**config.mk**
```make
export PLATFORM = sky130hd
export DESIGN_NAME = bus_timer_responder
export DESIGN_NICKNAME = d
export VERILOG_FILES = /design/src/rtl/bus_timer_responder.sv
export SDC_FILE = /design/constraint.sdc
export NUM_CORES = 1
export LEC_CHECK = 0
export BUFFER_PORTS_ARGS = -buffer_cell sky130_fd_sc_hd__buf_2
export CAP_MARGIN = 25
export CORE_MARGIN = 2
export CORE_UTILIZATION = 44
export DETAILED_ROUTE_END_ITERATION = 10
export GPL_ROUTABILITY_DRIVEN = 0
export PLACE_DENSITY = 0.69
export SETUP_SLACK_MARGIN = 0.15
export SLEW_MARGIN = 5
export SYNTH_ARGS = -nofsm -noshare
export SYNTH_HDL_FRONTEND = slang
export SYNTH_SLANG_ARGS = --single-unit
```
**constraint.sdc**
```tcl
create_clock -name clk -period 10.2 [get_ports clk]
set_input_delay 2.04 -clock clk [delete_from_list [all_inputs] [get_ports clk]]
set_output_delay 2.04 -clock clk [all_outputs]
set_load 0.05 [all_outputs]
```
**src/rtl/bus_timer_responder.sv**
```systemverilog
// Memory-mapped countdown timer with prescaler and level interrupt on a word-addressed bus.
// Latency: writes take effect at the request edge; read data is registered, valid one cycle later.
// Backpressure: none; the bus is always accepted when cs=1.
//
// Ports:
//   clk   system clock, all state updates on posedge
//   rst   asynchronous reset, active-high
//   cs    chip select; the bus is ignored while low
//   a     word address, only a[2:0] decoded
//   din   write data
//   rw    1 = write, 0 = read
//   dout  registered read data, holds between reads
//   irq   registered level interrupt, expired & ie as of the previous edge
module bus_timer_responder #(
  parameter logic [31:0] ID_VALUE       = 32'h4C494D42,
  parameter int          PRESCALE_WIDTH = 16
) (
  input  logic        clk,
  input  logic        rst,
  input  logic        cs,
  input  logic [31:0] a,
  input  logic [31:0] din,
  input  logic        rw,
  output logic [31:0] dout,
  output logic        irq
);

  localparam logic [2:0] ADDR_CTRL     = 3'd0;
  localparam logic [2:0] ADDR_LOAD     = 3'd1;
  localparam logic [2:0] ADDR_COUNT    = 3'd2;
  localparam logic [2:0] ADDR_PRESCALE = 3'd3;
  localparam logic [2:0] ADDR_STATUS   = 3'd4;
  localparam logic [2:0] ADDR_ID       = 3'd5;

  logic [2:0]                ctrl_q, ctrl_d;       // {ie, reload, en}
  logic [31:0]               load_q, load_d;
  logic [31:0]               count_q, count_d;
  logic [PRESCALE_WIDTH-1:0] prescale_q, prescale_d;
  logic [PRESCALE_WIDTH-1:0] pcnt_q, pcnt_d;
  logic                      expired_q, expired_d;
  logic                      irq_q, irq_d;
  logic [31:0]               dout_q, dout_d;

  logic [2:0]  sel;
  logic        wr, rd;
  logic        wr_ctrl, wr_count, wr_prescale, wr_status;
  logic        tick, expire;
  logic [31:0] prescale_ext;
  logic        unused_addr;

  assign sel         = a[2:0];
  assign unused_addr = ^a[31:3];
  assign wr          = cs & rw;
  assign rd          = cs & ~rw;
  assign wr_ctrl     = wr && (sel == ADDR_CTRL);
  assign wr_count    = wr && (sel == ADDR_COUNT);
  assign wr_prescale = wr && (sel == ADDR_PRESCALE);
  assign wr_status   = wr && (sel == ADDR_STATUS);

  assign tick = ctrl_q[0] && (pcnt_q == prescale_q);
  // A COUNT write in the same cycle swallows the tick, including any expiry it would cause.
  assign expire = tick && !wr_count && (count_q == 32'd0);

  always_comb begin
    prescale_ext = '0;
    prescale_ext[PRESCALE_WIDTH-1:0] = prescale_q;
  end

  always_comb begin
    ctrl_d     = ctrl_q;
    load_d     = load_q;
    count_d    = count_q;
    prescale_d = prescale_q;
    pcnt_d     = pcnt_q;
    expired_d  = expired_q;
    dout_d     = dout_q;
    irq_d      = expired_q & ctrl_q[2];

    // Prescaler: restarts on any CTRL/PRESCALE write, parked at 0 while disabled.
    if (wr_ctrl || wr_prescale || !ctrl_q[0] || tick) pcnt_d = '0;
    else                                              pcnt_d = pcnt_q + PRESCALE_WIDTH'(1);

    if (wr_count) begin
      count_d = din;
    end else if (tick) begin
      if (count_q != 32'd0)  count_d = count_q - 32'd1;
      else if (ctrl_q[1])    count_d = load_q;
    end

    // One-shot expiry clears en, but a simultaneous CTRL write takes precedence.
    if (wr_ctrl)                   ctrl_d = din[2:0];
    else if (expire && !ctrl_q[1]) ctrl_d = {ctrl_q[2:1], 1'b0};

    if (wr && (sel == ADDR_LOAD)) load_d = din;
    if (wr_prescale)              prescale_d = din[PRESCALE_WIDTH-1:0];

    // Set beats write-1-clear when both land in the same cycle.
    if (expire)                   expired_d = 1'b1;
    else if (wr_status && din[0]) expired_d = 1'b0;

    if (rd) begin
      case (sel)
        ADDR_CTRL:     dout_d = {29'd0, ctrl_q};
        ADDR_LOAD:     dout_d = load_q;
        ADDR_COUNT:    dout_d = count_q;
        ADDR_PRESCALE: dout_d = prescale_ext;
        ADDR_STATUS:   dout_d = {31'd0, expired_q};
        ADDR_ID:       dout_d = ID_VALUE;
        default:       dout_d = 32'd0;
      endcase
    end
  end

  always_ff @(posedge clk or posedge rst) begin
    if (rst) begin
      ctrl_q     <= '0;
      load_q     <= '0;
      count_q    <= '0;
      prescale_q <= '0;
      pcnt_q     <= '0;
      expired_q  <= 1'b0;
      irq_q      <= 1'b0;
      dout_q     <= '0;
    end else begin
      ctrl_q     <= ctrl_d;
      load_q     <= load_d;
      count_q    <= count_d;
      prescale_q <= prescale_d;
      pcnt_q     <= pcnt_d;
      expired_q  <= expired_d;
      irq_q      <= irq_d;
      dout_q     <= dout_d;
    end
  end

  assign dout = dout_q;
  assign irq  = irq_q;

endmodule

```
==> summary.txt <==
Worst setup path
  • CP max stage cell: buf_4
  • Crit path cell chain: buf_2 > and3b_1 > nand2_2 > buf_4 > o31ai_2 > a21oi_1 > a21oi_1 > o22a_1
  • Startpoint types: input pin
  • Critical Path Max Stage Delay: 530 ps
  • Most common cell on crit path: a21oi_1
  • Worst-path fanout max: 63
  • Critical Path RT: 10510 ps
  • CP Class: input pin to register
  • CP arrival: 4420 ps
  • CP endpoint kind: register

Die
  • Chip width: 131 um
  • Starting density of the core: 0.449
  • # IOs: 101
  • Core Area: 0.0159 mm^2
  • Row cnt: 46
  • Die H: 131 um
  • Die area: 0.0172 mm^2

Drt
  • Routed WL: 19600 um
  • Post-route ant nets: 0
  • Via Count: 5936
  • Routed len/inst: 19.5 um
  • Pre-antenna DRT Iters: 8
  • Initial DRC Count: 675
  • Drt via density: 5.93
  • DR DRC count: 0

Timing
  • Worst hold slack: 472 ps
  • Max Freq: 244 MHz
  • Tmin final: 4100 ps
  • Hold Fails Final Rpt: 0
  • Tcrit/Tclk final: 0.402
  • RSZ-0062 raised after global routing: false
  • Fin Setup TNS: 0 ps
  • Max-slew headroom: 0.296
  • Final setup violation count: 0
  • Max-slew violations: 0
  • Fin Clk Skew: 5.14 ps
  • Slew @ Worst Pin: 1050 ps

GRT
  • Gr usage total: 0.231
  • Pin count of the biggest net entering global routing: 80
  • Gr ovfl total: 0
  • Vias in the first global route: 5802
  • Antenna violations before repair: 0
  • First-pass GRT wire length: 31600 um

Clock network
  • Clock Path Buffers: 2
  • Cts-stage hold buffer count: 0
  • Clock tree sinks: 133
  • Clock transition at path regs: 60 ps
  • Clock root cell: clkbuf_16
  • Clk_lat worst skew: 430 ps
  • # H-tree levels: 4
  • Post-CTS setup buffers: 0
  • CTS tree: done
  • Post-CTS Resized: 0
  • TritonCTS buffer count: 17

Yosys
  • Most frequent cells after synthesis: dfrtp_1, nand2_1, mux2_2, nor2_1, o21ai_0
  • Synth Cell Area: 0.00713 mm^2
  • FF+latch count, synth: 133
  • Syn Nets: 792
  • Ranking of synthesized cells by area: dfrtp_1, mux2_2, nand2_1
  • Synth async-reset ratio: 1.00
  • Synth warn: 0
  • Largest area contributor in the synthesized netlist: dfrtp_1
  • Post-synth EDFFs: 0
  • Synth top area share: 0.467
  • Register area share after synthesis: 0.467
  • Syn Inst Count: 721
  • Unique masters post-synth: 57
  • Count leader, synth: dfrtp_1
  • Syn avg cell area: 9.89 um^2
  • Synth Flop Type: dfrtp_1

Placed design
  • IO buf count: 71
  • HPWL Detailed: 12800 um

Finish
  • ANT cells: 0
  • # nets final: 845
  • Area grow syn2layout: 16.3%
  • Layout cells sized above 1: 0.248

Power
  • Pwr Density: 207 mW/mm^2
  • Power Total: 1.71 mW
  • VDD IR max: 0.132 mV
  • Leak: 3.53 nW

Outcome
  • Outcome: finished, final reports clean

Min path
  • Worst hold-check path type: register to register

Flow run
  • Max Cap Viol: 0
-- per-stage QoR --
step,instances,instance area [um^2],utilization,worst slack (ps)
final,1001,8290,0.522,6100
after global routing,1001,8290,0.522,5940
after CTS,1000,8270,0.521,6130
after detailed placement,970,7650,0.482,5690
after global placement,970,7650,0.482,5710
after floorplan,721,7130,-,4610
-- layer usage --
| layer | vias up | wire length (um) | track usage |
|---|---|---|---|
| met5 | - | 0 | 0 |
| met4 | 0 | 283 | 0.0688 |
| met3 | 24 | 1260 | 0.0505 |
| met2 | 221 | 9090 | 0.363 |
| met1 | 2938 | 8930 | 0.321 |
| li1 | 2753 | - | - |
-- registers in the layout, indices dropped and copies added (netlist names) --
register	cells
ctrl_q	3
expired_q	1
dout	32
pcnt_q	16
irq	1
count_q	32
load_q	32
prescale_q	16
-- cell usage in the layout (no fill, tap or decap), types with 6 or more instances in the layout --
| cell | count |
|---|---|
| a31oi_1 | 24 |
| a21oi_1 | 22 |
| mux2_2 | 65 |
| and3_1 | 8 |
| o211ai_1 | 16 |
| dfrtp_1 | 133 |
| xnor2_1 | 10 |
| o22a_1 | 7 |
| nand4_1 | 8 |
| nor3_1 | 17 |
| a211oi_1 | 6 |
| nor2_1 | 59 |
| nand3_1 | 15 |
| o21a_1 | 7 |
| buf_4 | 11 |
| nand2_1 | 77 |
| buf_2 | 71 |
| o21ai_0 | 50 |
| a22oi_1 | 21 |
| nor4_1 | 13 |
| inv_1 | 6 |
| clkbuf_16 | 17 |
| xor2_1 | 32 |
| mux2i_1 | 9 |
-- critical path: cells and delay by family --
| family | cells | cell delay (ps) |
|---|---|---|
| AO/OA/AOI/OAI | 4 | 880 |
| AND/OR/NAND/NOR | 2 | 500 |
| buffers and inverters | 2 | 950 |
-- layout make-up --
cell class | count | area, um^2
Clock inverter | 9 | 151
Multi-Input combinational cell | 532 | 3580
Sequential cell | 133 | 3330
Timing Repair Buffer | 83 | 453
Fill cell | 1477 | 7600
Tap cell | 216 | 270
Clock buffer | 21 | 470
Inverter | 7 | 31.3
-- report_power, final --
part,internal (mW),total [mW],leakage (nW),switching [mW]
sequential,0.623,0.735,1.65,0.112
combinational,0.138,0.328,1.57,0.190
clock,0.424,0.650,0.305,0.225
total,1.18,1.71,3.53,0.528
-- cell families (layout without fill, tap and decap cells) --
kind of cell / Yosys count / in the layout / synth area share
buffers and inverters: 56 / 120 / 0.0318
and+or+nand+nor: 237 / 237 / 0.165
adders and majority gates: 3 / 3 / 0.00527
xor gates and xnor gates: 42 / 42 / 0.0516
muxes: 76 / 76 / 0.122
AOI/OAI and AO/OA: 174 / 174 / 0.158
DFF: 133 / 133 / 0.467
-- worst paths after layout --
check	startpoint	cells past startpoint	slack, ps	end
min reg2reg	dout[27]$_DFFE_PP0P_	2	470	dout[27]$_DFFE_PP0P_
max reg2reg	count_q[17]$_DFFE_PP0P_	7	6880	count_q[23]$_DFFE_PP0P_
max in group asynchronous	rst	3	7310	count_q[9]$_DFFE_PP0P_
min	dout[27]$_DFFE_PP0P_	2	470	dout[27]$_DFFE_PP0P_
max	a[2]	8	6100	count_q[27]$_DFFE_PP0P_
min in group asynchronous	rst	2	1730	ctrl_q[1]$_DFFE_PP0P_
Note: power is estimated with default switching activity, not from simulation.
